## src/rtl/pool_arbiter.sv

```systemverilog
// ============================================================================
// pool_arbiter : round-robin sequencer sharing one pooling engine among NREQ
//                requesters; results are returned tagged with requester id.
// Revision 1.0
// ============================================================================
`default_nettype none

module pool_arbiter #(
    parameter int IL   = 8,
    parameter int FL   = 12,
    parameter int SIZE = 4,
    parameter int NREQ = 4,
    parameter int REQW = $clog2(NREQ)
) (
    input  logic                       clk,
    input  logic                       reset,
    input  logic [NREQ-1:0]            req,
    input  logic [NREQ*SIZE*(IL+FL)-1:0] req_im,
    input  logic [2*NREQ-1:0]          req_mode,
    output logic [NREQ-1:0]            gnt,
    output logic [SIZE*(IL+FL)-1:0]    pool_im,
    output logic [1:0]                 pool_mode,
    output logic                       pool_input_ready,
    output logic                       pool_output_taken,
    input  logic [IL+FL-1:0]           pool_om,
    input  logic [1:0]                 pool_state,
    output logic                       rsp_valid,
    input  logic                       rsp_ready,
    output logic [REQW-1:0]            rsp_id,
    output logic [IL+FL-1:0]           rsp_om,
    output logic                       rsp_err,
    output logic                       busy
);

    localparam int W   = IL + FL;
    localparam int WIN = SIZE * W;

    localparam logic [1:0] S_IDLE    = 2'd0;
    localparam logic [1:0] S_LAUNCH  = 2'd1;
    localparam logic [1:0] S_WAIT    = 2'd2;
    localparam logic [1:0] S_DELIVER = 2'd3;

    localparam logic [1:0] ENG_IDLE = 2'b00;
    localparam logic [1:0] ENG_DONE = 2'b10;
    localparam logic [1:0] MODE_BAD = 2'b11;

    logic [1:0]      state_q, state_d;
    logic [REQW-1:0] last_q, id_q;
    logic [NREQ-1:0] gnt_q;
    logic [WIN-1:0]  pool_im_q;
    logic [1:0]      pool_mode_q;
    logic            rsp_valid_q, rsp_err_q;
    logic [REQW-1:0] rsp_id_q;
    logic [W-1:0]    rsp_om_q;

    logic            w_found;
    logic [REQW-1:0] w_sel, w_idx;
    logic [WIN-1:0]  w_win;
    logic [1:0]      w_mode;
    logic            w_take;

    // Scan starts just past the last served requester, so it has lowest priority.
    always_comb begin
        w_found = 1'b0;
        w_sel   = '0;
        w_idx   = '0;
        for (int i = 1; i <= NREQ; i++) begin
            w_idx = REQW'((int'(last_q) + i) % NREQ);
            if (!w_found && req[w_idx]) begin
                w_found = 1'b1;
                w_sel   = w_idx;
            end
        end
    end

    always_comb begin
        w_win  = '0;
        w_mode = '0;
        for (int r = 0; r < NREQ; r++) begin
            if (w_sel == REQW'(r)) begin
                w_win  = req_im[r*WIN +: WIN];
                w_mode = req_mode[2*r +: 2];
            end
        end
    end

    assign w_take = (state_q == S_IDLE) && w_found && (pool_state == ENG_IDLE);

    always_comb begin
        state_d = state_q;
        case (state_q)
            S_IDLE:    if (w_take) state_d = (w_mode == MODE_BAD) ? S_DELIVER : S_LAUNCH;
            S_LAUNCH:  state_d = S_WAIT;
            S_WAIT:    if (pool_state == ENG_DONE) state_d = S_DELIVER;
            S_DELIVER: if (rsp_ready) state_d = S_IDLE;
            default:   state_d = S_IDLE;
        endcase
    end

    always_ff @(posedge clk) begin
        if (reset) begin
            state_q     <= S_IDLE;
            last_q      <= REQW'(NREQ - 1);
            id_q        <= '0;
            gnt_q       <= '0;
            pool_im_q   <= '0;
            pool_mode_q <= '0;
            rsp_valid_q <= 1'b0;
            rsp_id_q    <= '0;
            rsp_om_q    <= '0;
            rsp_err_q   <= 1'b0;
        end else begin
            state_q <= state_d;
            gnt_q   <= '0;
            if (w_take) begin
                pool_im_q   <= w_win;
                pool_mode_q <= w_mode;
                id_q        <= w_sel;
                gnt_q       <= NREQ'(1) << w_sel;
                // An invalid mode never reaches the engine; answer immediately.
                if (w_mode == MODE_BAD) begin
                    rsp_om_q    <= '0;
                    rsp_err_q   <= 1'b1;
                    rsp_valid_q <= 1'b1;
                    rsp_id_q    <= w_sel;
                end
            end
            if (state_q == S_WAIT && pool_state == ENG_DONE) begin
                rsp_om_q    <= pool_om;
                rsp_err_q   <= 1'b0;
                rsp_valid_q <= 1'b1;
                rsp_id_q    <= id_q;
            end
            if (state_q == S_DELIVER && rsp_ready) begin
                rsp_valid_q <= 1'b0;
                last_q      <= id_q;
            end
        end
    end

    assign gnt               = gnt_q;
    assign pool_im           = pool_im_q;
    assign pool_mode         = pool_mode_q;
    assign pool_input_ready  = (state_q == S_LAUNCH);
    assign pool_output_taken = (state_q == S_WAIT) && (pool_state == ENG_DONE);
    assign rsp_valid         = rsp_valid_q;
    assign rsp_id            = rsp_id_q;
    assign rsp_om            = rsp_om_q;
    assign rsp_err           = rsp_err_q;
    assign busy              = (state_q != S_IDLE);

endmodule

`default_nettype wire

```

## config.mk

```make
export PLATFORM = sky130hd
export DESIGN_NAME = pool_arbiter
export DESIGN_NICKNAME = d
export VERILOG_FILES = /design/src/rtl/pool_arbiter.sv
export SDC_FILE = /design/constraint.sdc
export NUM_CORES = 1
export LEC_CHECK = 0
export BUFFER_PORTS_ARGS = -buffer_cell sky130_fd_sc_hd__buf_4
export CAP_MARGIN = 10
export CORE_AREA = 2 2 182 184
export DETAILED_ROUTE_END_ITERATION = 7
export DIE_AREA = 0 0 184 186
export GPL_ROUTABILITY_DRIVEN = 0
export HOLD_SLACK_MARGIN = 0.05
export MAX_ROUTING_LAYER = met4
export PLACE_DENSITY = 0.51
export SYNTH_ARGS = -nofsm -noshare
export SYNTH_HDL_FRONTEND = slang
export SYNTH_SLANG_ARGS = --single-unit
export TNS_END_PERCENT = 5
```

## constraint.sdc

```tcl
create_clock -name clk -period 4.85 [get_ports clk]
set_input_delay 0.2425 -clock clk [delete_from_list [all_inputs] [get_ports clk]]
set_output_delay 0.2425 -clock clk [all_outputs]
set_load 0.1 [all_outputs]
```

==> results.yml <==
yosys:
  syn_avg_cell_area_um2: 6.16
  synth_edf_count: 0
  synth_area_leaders: "dfxtp_1, nand2_1, nand3_1, a21oi_1, clkbuf_1"
  yosysTopAreaCell: "dfxtp_1"
  synth_top_area_share_pct: 34.8
  ys_seq_area_share_pct: 34.8
  syn_nets: 1445
  synthesis.area_um2: 6680
  ys.flop_type: "dfxtp_1"
  synth-seq-cells: 116
  synth_warnings: 0
  netlist_instances: 1084
  async_flop_share_pct: 0
  synth_cell_types: 37
timing:
  worstMarginPinSlew_ps: 1150
  slew_headroom_pct: 23.3
  max_freq_mhz: 346
  min_period_ps: 2890
  hold_ws_ps: 81.4
  rsz0062_at_grt: "false"
  setup_viol: 0
  min_period_over_period_pct: 59.7
  worst_clock_skew_ps: 14.7
  hold_viol: 0
  tns_ps: 0
  drv_slew: 0
grt:
  grt_max_degree: 94
  grt_pass1_vias: 8267
  grt_overflow_total: 0
  antenna_found_initial: 0
  grt_pass1_wl_um: 48700
  track_usage_pct: 19.1
flow_run:
  cap_violations: 0
setup_path:
  r2r_cells: 6
  critPathMaxFanout: 24
  max_stage_delay_ps: 650
  reg2reg_from: "last_q[1]"
  critPathMostFrequentCell: "inv_1"
  rr_endpoint: "rsp_id[1]"
  path_class: "register to output port"
  reg2reg_slack_ps: 2190
  arrival_ps: 2650
  crit_path_start: "state_q[0]"
  critPathRequiredTime_ps: 4610
  worstSetupStartpointType: "register"
  crit_path_end_kind: "output port"
  crit_end: "pool_output_taken"
  crit_path_top_delay_cell: "inv_1"
  crit_chain: "inv_1, ha_1, inv_1, or2_2, inv_1, buf_4"
cells_and_area:
  drive_gt1_share_pct: 34.9
  nets: 1850
  nFillCells: 3591
  post-route-util_pct: 34.2
  areaGrowthSynthToFinish_pct: 65.0
  design_area_um2: 11000
  diodes: 0
clock_network:
  cts-resized-gates: 0
  cts_sinks: 116
  clock_latency_ps: 410
  post_cts_buffers: 0
  clock-root-buffer: "clkbuf_16"
  clk_path_buf_depth: 2
  cts_tree: "built"
  cts_made_buffers: 17
  path_clk_slew_ps: 60
  cts_max_level: 4
detailed_routing:
  vias_per_cell: 4.65
  drt-total-wl_um: 32900
  drc: 0
  wl_per_cell_um: 17.2
  first_pass_iters: 5
  vias: 8881
  drtAntennaViolNets: 0
  drt_iter0_markers: 531
pwr:
  p_per_area_nw_per_um2: 401
  power.leakage_uw: 0.00512
  ir_drop_uv: 220
  total_power_uw: 4420
die:
  core-area_um2: 32200
  die_h_um: 186
  initial_utilization_pct: 20.7
  ioPinCount: 470
  num_rows: 66
  die_w_um: 184
  dieArea_um2: 34200
status:
  status: "finished clean"
place:
  postPlaceCellArea_um2: 10400
  portBuffers: 469
  place_hpwl_um: 23200
hold_path:
  min_path_type: "primary input to register"
[routing by layer]
metal | track usage [%] | vias up | share of wire, %
li1 | - | 4422 | -
met1 | 24.4 | 4111 | 44
met2 | 31.0 | 312 | 48
met3 | 4.09 | 36 | 5.8
met4 | 4.58 | 0 | 1.8
met5 | - | - | 0
[critical path: cells and delay by family (launching register included)]
kind | cells | cell delay, ps
buffers and inverters | 4 | 1220
flip-flops | 1 | 330
adder cells (fa/ha/maj) | 1 | 190
AND/OR/NAND/NOR | 1 | 500
[cells in the final DEF, fill, tap and decap left out, types with 2 or more instances in the layout]
cell           instances
nand3_1              266
clkinvlp_4             3
and3_1                 2
nor3_1                 3
mux2i_1                2
inv_6                  5
nor2_1                 9
a211o_1                2
buf_4                477
a21oi_1              105
a211oi_1               3
ha_1                   4
buf_12                 2
nand2b_1               6
inv_8                  3
dfxtp_1              116
clkinv_2               2
dlygate4sd3_1          2
nor4_1                 6
inv_1                  5
clkbuf_16             17
nand2_1              439
nor4_2                 2
[sequential cells by signal (all words and copies together) (netlist names)]
signal     cells
rsp_err        1
pool_mode      2
gnt            4
rsp_om        20
rsp_valid      1
last_q         2
pool_im       80
id_q           2
rsp_id         2
state_q        2
[cell families (layout without fill, tap and decap cells)]
family	Yosys count	after routing	synth area share, %
muxes	3	3	0.524
AOI/OAI and AO/OA	121	121	10.2
and+or+nand+nor	739	739	47.5
DFF	116	116	34.8
buffers and inverters	101	519	6.31
adders and majority gates	4	4	0.749
[where the power goes]
| part | switching [µW] | leakage (µW) | internal [µW] | total [µW] |
|---|---|---|---|---|
| combinational | 1490 | 0.00391 | 570 | 2060 |
| clock | 542 | 0.000270 | 685 | 1230 |
| sequential | 65.4 | 0.000943 | 1070 | 1130 |
[synthesized netlist by cell type (2+ instances only)]
library cell and count:
a211o_1 2, a211oi_1 3, a21oi_1 105, and3_1 2
buf_1 7, buf_2 22, buf_6 2, clkbuf_1 64
dfxtp_1 116, ha_1 4, inv_1 5, mux2i_1 2
nand2_1 439, nand2b_1 6, nand3_1 266, nor2_1 9
nor3_1 4, nor4_1 7
[stage by stage]
step / instances / setup WS, ps
after global placement: 1876 / 2130
after CTS: 1910 / 1880
final: 1910 / 1960
after detailed placement: 1876 / 2020
after floorplan: 1084 / 2320
after global routing: 1910 / 1730
[how the worst min path moves through the flow]
stage,startpoint,end,slack (ps),cells past startpoint
floorplan,rsp_ready,rsp_valid,340,1
global placement,pool_im[70],pool_im[70],440,2
detailed placement,pool_im[28],pool_im[28],450,2
CTS,pool_om[3],rsp_om[3],50,3
global route,pool_om[4],rsp_om[4],60,3
finish,pool_om[3],rsp_om[3],80,3
[layout make-up]
cell class / count / area (µm²) / share of cell area [%]
multi-input combinational: 867 / 3970 / 36.0
timing repair buffer: 481 / 3640 / 33.0
sequential: 116 / 2320 / 21.1
tap: 408 / 510 / 4.63
clock buffer: 18 / 439 / 3.98
clock inverter: 14 / 119 / 1.08
inverter: 6 / 22.5 / 0.204
[what timing repair did]
item                       4_1_cts  5_1_grt
hold endpoints to repair         2        0
setup endpoints to repair        0        0
hold buffers                     2        0
No activity file was read; power rests on OpenSTA's default activity.
